## src/rtl/sar_search_pkg.sv

```systemverilog
// Shared definitions for the successive-approximation searcher.
package sar_search_pkg;

    // FSM encoding; kept as plain constants so older tools can consume it.
    //   state      | meaning
    //   ST_IDLE    | waiting for start, outputs hold
    //   ST_TRIAL   | sample cmp_gt, resolve current bit
    //   ST_WAIT    | comparator settling before the next sample
    //   ST_FINISH  | one-cycle done pulse, result valid
    typedef logic [1:0] state_t;

    localparam state_t ST_IDLE   = 2'd0;
    localparam state_t ST_TRIAL  = 2'd1;
    localparam state_t ST_WAIT   = 2'd2;
    localparam state_t ST_FINISH = 2'd3;

    // Bit-index register width: clog2(W), never narrower than one bit.
    function automatic int idx_width(input int w);
        return (w > 1) ? $clog2(w) : 1;
    endfunction

    // Settle counter width: clog2(SETTLE+1), never narrower than one bit.
    function automatic int cnt_width(input int settle);
        return (settle > 0) ? $clog2(settle + 1) : 1;
    endfunction

endpackage

```

## src/rtl/sar_search.sv

```systemverilog
// Successive-approximation searcher. Drives a trial word into an external
// greater-than comparator (a = trial, b = unknown target) and resolves the
// target one bit per step, MSB first.
module sar_search
    import sar_search_pkg::*;
#(
    parameter int W      = 4,
    parameter int SETTLE = 0
) (
    input  logic         clk,
    input  logic         reset,
    input  logic         start,
    input  logic         cmp_gt,
    output logic [W-1:0] trial,
    output logic         busy,
    output logic         done,
    output logic [W-1:0] result
);

    localparam int IW = idx_width(W);
    localparam int CW = cnt_width(SETTLE);

    localparam logic [W-1:0]  ONE       = W'(1);
    localparam logic [W-1:0]  TRIAL_TOP = ONE << (W - 1);
    localparam logic [IW-1:0] IDX_TOP   = IW'(W - 1);
    localparam logic [CW-1:0] CNT_LOAD  = CW'(SETTLE);

    state_t        state;
    logic [IW-1:0] idx;
    logic [CW-1:0] cnt;

    logic [W-1:0]  bit_cur;
    logic [W-1:0]  bit_nxt;
    logic [W-1:0]  kept;

    // Trial word after resolving the current bit, plus the next bit to try.
    // cmp_gt only reaches state through the TRIAL branch below, so an
    // undriven comparator outside TRIAL cannot leak into trial or result.
    always_comb begin
        bit_cur = ONE << idx;
        bit_nxt = '0;
        if (idx != '0) begin
            bit_nxt = ONE << (idx - IW'(1));
        end
        kept = cmp_gt ? (trial & ~bit_cur) : trial;
    end

    // Search sequencer: one bit resolved per TRIAL visit, optional settle gap.
    always_ff @(posedge clk) begin
        if (reset) begin
            state  <= ST_IDLE;
            trial  <= '0;
            result <= '0;
            idx    <= IDX_TOP;
            cnt    <= '0;
        end else begin
            case (state)
                ST_IDLE: begin
                    if (start) begin
                        trial <= TRIAL_TOP;
                        idx   <= IDX_TOP;
                        if (SETTLE > 0) begin
                            cnt   <= CNT_LOAD;
                            state <= ST_WAIT;
                        end else begin
                            state <= ST_TRIAL;
                        end
                    end
                end
                ST_WAIT: begin
                    cnt <= cnt - CW'(1);
                    if (cnt == CW'(1)) begin
                        state <= ST_TRIAL;
                    end
                end
                ST_TRIAL: begin
                    if (idx != '0) begin
                        trial <= kept | bit_nxt;
                        idx   <= idx - IW'(1);
                        if (SETTLE > 0) begin
                            cnt   <= CNT_LOAD;
                            state <= ST_WAIT;
                        end
                    end else begin
                        trial  <= kept;
                        result <= kept;
                        state  <= ST_FINISH;
                    end
                end
                ST_FINISH: begin
                    state <= ST_IDLE;
                end
                default: begin
                    state <= ST_IDLE;
                end
            endcase
        end
    end

    // Status decode straight from state so busy and done can never overlap.
    always_comb begin
        busy = (state == ST_TRIAL) || (state == ST_WAIT);
        done = (state == ST_FINISH);
    end

endmodule

```

## config.mk

```make
export PLATFORM = sky130hd
export DESIGN_NAME = sar_search
export DESIGN_NICKNAME = d
export VERILOG_FILES = /design/src/rtl/sar_search_pkg.sv /design/src/rtl/sar_search.sv
export SDC_FILE = /design/constraint.sdc
export NUM_CORES = 1
export LEC_CHECK = 0
export CAP_MARGIN = 0
export CORE_MARGIN = 2
export CORE_UTILIZATION = 53
export CTS_BUF_LIST = sky130_fd_sc_hd__clkbuf_8
export DETAILED_ROUTE_END_ITERATION = 7
export PLACE_DENSITY = 0.8
export SYNTH_ARGS = -nofsm -noshare
export SYNTH_HDL_FRONTEND = slang
export SYNTH_SLANG_ARGS = --single-unit
```

## constraint.sdc

```tcl
create_clock -name clk -period 2.63 [get_ports clk]
set_input_delay 0.526 -clock clk [delete_from_list [all_inputs] [get_ports clk]]
set_output_delay 0.526 -clock clk [all_outputs]
set_load 0.005 [all_outputs]
```

After elaboration in Yosys (flattened, before gate mapping)
Index checks and enable logic that the tools add are counted.
{"block": "word_totals", "reg_bits": 13, "latch_bits": 0, "mem_bits_rw": 0, "romBits": 0, "inputBits": 4, "memories": 0}
{"block": "classes", "n_addsub": 2, "mul": 0, "n_div": 0, "order_cmp": 0, "eq_ne": 7, "shift": 2, "mux": 12, "bitwise": 4, "reduce_logical": 8}
{"cell": "$mux 4", "n": 4}
{"cell": "$mux 2", "n": 5}
{"cell": "$ne 2x2->1 const B", "n": 4}
{"cell": "$pmux 2 s4", "n": 1}
{"cell": "$pmux 4 s2", "n": 1}
{"cell": "$shl 1x2->4 const A", "n": 2}
{"cell": "$reduce_and 3->1", "n": 2}
{"cell": "$and 4x4->4", "n": 1}
{"cell": "$eq 2x2->1 const B", "n": 2}
{"cell": "$not 4->4", "n": 1}
{"cell": "$or 4x4->4", "n": 1}
{"cell": "$pmux 2 s2", "n": 1}
{"cell": "$reduce_and 2->1", "n": 2}
{"cell": "$reduce_bool 2->1", "n": 2}
{"cell": "$eq 2x1->1 const B", "n": 1}
{"cell": "$logic_not 2->1", "n": 1}
{"cell": "$sub 2x1->2 const B", "n": 1}
{"cell": "$logic_or 1x1->1", "n": 1}
{"cell": "$not 1->1", "n": 1}
{"cell": "$sub 1x1->1 const B", "n": 1}

Logic depth before layout (Yosys ltp)
{"block": "logic_depth", "depth_word": 7, "depth_mapped": 6}

Worst setup path before layout
No wires, ideal clock.
{"block": "synth_path", "path_kind": "reg-to-reg", "start": "register state[1]", "end": "register state[0]", "setup_time_ns": 0.121, "t_arrival_ns": 1.400, "t_required_ns": 2.509, "setup_slack_ns": 1.109, "stages_incl_launch_ff": 6, "n_path_buf": 1, "period_less_slack_ns": 1.521, "cell_sequence": "dfxtp_1 > inv_1 > ha_1 > buf_2 > a221oi_4 > mux2_4"}
{"block": "synth_via", "elab_chain_len": 3, "word_cells_on_any_way": 9}
{"element": "start, declared", "line_no": "sar_search.sv:28", "rtl": "state_t state;"}
{"element": "start signal, assigned", "line_no": "sar_search.sv:51", "rtl": "state <= ST_IDLE;"}
{"element": "start signal, assigned", "line_no": "sar_search.sv:64", "rtl": "state <= ST_WAIT;"}
{"element": "start signal, assigned", "line_no": "sar_search.sv:66", "rtl": "state <= ST_TRIAL;"}
{"element": "$eq 2x1->1, or another cell as far along", "line_no": "sar_search.sv:57", "rtl": "case (state)"}
{"element": "$ne 2x2->1 (no source line)"}
{"element": "$reduce_and 3->1 (no source line)"}
Parallel ways exist; a longest one is shown, timed or not.
A chain may end at the register's enable or synchronous reset.

Worst setup path in the final report
{"block": "layout_path", "start": "register state[1]", "end": "output port busy"}
{"block": "layout_via", "elab_chain_len": 2, "word_cells_on_any_way": 3}
{"element": "$eq 2x1->1 or $eq 2x2->1 (tied branches)", "line_no": "sar_search.sv:102", "rtl": "busy = (state == ST_TRIAL) || (state == ST_WAIT);"}
{"element": "$logic_or 1x1->1 (*)", "line_no": "sar_search.sv:102"}
{"element": "end, declared", "line_no": "sar_search.sv:15", "rtl": "output logic busy,"}
Every way passes the cells marked *; elsewhere a longest branch is shown, timed or not.

==> impl_metrics.yaml <==
setup_path:
  rr_endpoint: "state[0]$_SDFFE_PP0P_"
  reg2reg_slack_ns: 0.96
  cp_slowest_stage_delay_ns: 0.49
  crit_fanout: 5
  critPathKind: "reg -> out"
  end_kind: "output pin"
  reg2reg_depth: 5
  cp_slowest_cell: "clkdlybuf4s50_1"
  setup.worst_path.start: "state[1]$_SDFFE_PP0P_"
  startpoint_type: "flop"
  crit_arrival_ns: 1.50
  worstPathCellList: "inv_1 > ha_1 > clkdlybuf4s50_1"
  worstReg2RegStart: "idx[0]$_SDFFE_PP1P_"
  crit_required_ns: 2.10
synthesis:
  synthArstFlopShare: 0
  syn_inst: 86
  synth-seq-cells: 13
  syn_nets: 100
  synth_edf_count: 0
  synth_ff_type: "dfxtp_1"
  syn_area_sq_um: 794.5
  yosysUniqueCellTypes: 36
  yosysSeqAreaShare: 0.3276
  syn_area_per_cell_sq_um: 9.239
  yosysWarnings: 0
timing:
  relSlewSlack: 0.7076
  skew_ns: 0.003733
  max_slew.worst_pin.slew_ns: 0.4387
  finalCritPeriodShare: 0.7720
  timing.fmax_mhz: 492.5
  fin_crit_ns: 2.030
  whs_ns: 0.4554
  final.setup.tns_ns: 0
  finalHoldViolations: 0
  rsz0062_at_grt: "false"
  drv_slew: 0
  setup-violations-final: 0
clock_network:
  postCtsSetupBuffers: 0
  cts_tree: "done"
  clock-sinks: 13
  path_clk_slew_ns: 0.06
  cts_buffer_depth: 2
  cts_resized: 0
  holdBufCountCts: 0
  cts_root_buf: "clkbuf_8"
  cts_made_buffers: 3
  insertion_delay_ns: 0.24
  cts_htree_levels: 1
routing:
  avgRoutedWirePerCell_um: 13.22
  ant_nets: 0
  wl_um: 1547
  dr.pass1.iters: 4
  drtIter0Drc: 10
  vias: 638
  avgViaCountPerCell: 5.453
  drcViolationCount: 0
pwr:
  totalPowerFinal_w: 0.0008540
  power.density_nw_per_um2: 865.1
  leakage_nw: 0.4128
  vdd_drop_max_v: 0.0005441
cells_and_area:
  fin_area_sq_um: 987.2
  multi_input_area_sq_um: 499.2
  final_cell_mix: "dfxtp_1 (13), clkdlybuf4s50_1 (13), ha_1 (10)"
  fillCellCount: 105
  drive_gt1_frac: 0.1275
  final_cells: 117
  seq_area_sq_um: 260.3
  fin_nets: 117
  area_growth_pct: 24.25
  diodes: 0
die:
  die_h_um: 42.72
  coreArea_sq_um: 1350
  dieArea_sq_um: 1825
  io-pin-count: 14
  rows: 13
  start_util: 0.5885
  die_w_um: 42.72
global_routing:
  grt_use_total: 0.1940
  grt_max_degree: 13
  antenna_found_initial: 0
  first_global_vias: 629
  overflow: 0
  grt_pass1_wl_um: 2663
placed_design:
  dpl.cell_count: 113
  place_congestion: 0.7896
  io_buffer_count: 13
  post-dp-hpwl_um: 1173
  place_area_sq_um: 942.2
flow_run:
  drv_cap: 0
outcome:
  status: "finished, final reports clean"
hold_path:
  hold_path_class: "reg -> reg"
  min_from: "result[0]$_SDFFE_PP0P_"
  whs_endpoint: "result[0]$_SDFFE_PP0P_"
  worstHoldPathCells: 2
-- cell families after synthesis --
logic type | count (synthesis) | share of synthesized area
fa+ha+maj | 10 | 0.1575
simple gates | 30 | 0.2142
xor+xnor | 1 | 0.01103
flops | 13 | 0.3276
mux | 3 | 0.05040
compound gates | 20 | 0.1953
buf+inv | 9 | 0.04408
-- critical path: cells and delay by family, from the launching register on --
kind / cells / cell delay, ns
buffers and inverters: 2 / 0.58
adders and majority gates: 1 / 0.28
DFF: 1 / 0.41
-- power by group --
| part | switching (W) | internal [W] | total [W] | leakage, nW |
|---|---|---|---|---|
| Sequential | 0.0000500 | 0.000239 | 0.000289 | 0.106 |
| Combinational | 0.000177 | 0.000213 | 0.000389 | 0.280 |
| Clock | 0.0000729 | 0.000103 | 0.000176 | 0.0269 |
| Total | 0.000300 | 0.000554 | 0.000854 | 0.413 |
-- state kept, by name, summed over array words and instances (netlist names) --
| name | count |
|---|---|
| result | 4 |
| idx | 2 |
| cnt | 1 |
| state | 2 |
| trial | 4 |
-- Yosys cell counts (2+ instances only) --
cell type	number	area [sq um]
nand4_1	2	12.51
or2_1	3	18.77
nand2_1	8	30.03
inv_1	6	22.52
a22o_1	2	17.52
ha_1	10	125.1
dfxtp_1	13	260.3
mux2_4	2	30.03
a21oi_1	9	45.04
nor2_1	5	18.77
-- layer usage --
metal	wire [um]	up-vias	GRT usage
met4	9	0	0.06875
met2	715	16	0.3030
met1	753	285	0.2480
met3	69	2	0.06383
li1	-	335	-
met5	0	-	0
-- cell type report --
type / count / share of cell area
Clock buffer: 3 / 0.04183
Clock inverter: 1 / 0.003802
Inverter: 7 / 0.02662
Multi-Input combinational cell: 64 / 0.5057
Sequential cell: 13 / 0.2636
Tap cell: 15 / 0.01901
Timing Repair Buffer: 14 / 0.1394
-- through the flow --
step,setup slack (ns),utilization
CTS,0.5878,0.7312
floorplan,1.109,-
detailed placement,0.7308,0.6979
global placement,0.7761,0.6979
finish,0.5996,0.7312
global route,0.5485,0.7312
-- worst max-delay path by stage --
stage / end / slack [ns] / cells past startpoint
finish: busy / 0.60 / 3
global route: busy / 0.55 / 3
CTS: busy / 0.59 / 3
detailed placement: trial[2]$_SDFFE_PP0P_ / 0.73 / 5
global placement: trial[2]$_SDFFE_PP0P_ / 0.78 / 5
floorplan: state[0]$_SDFFE_PP0P_ / 1.11 / 5
No activity file was read; power rests on OpenSTA's default activity.
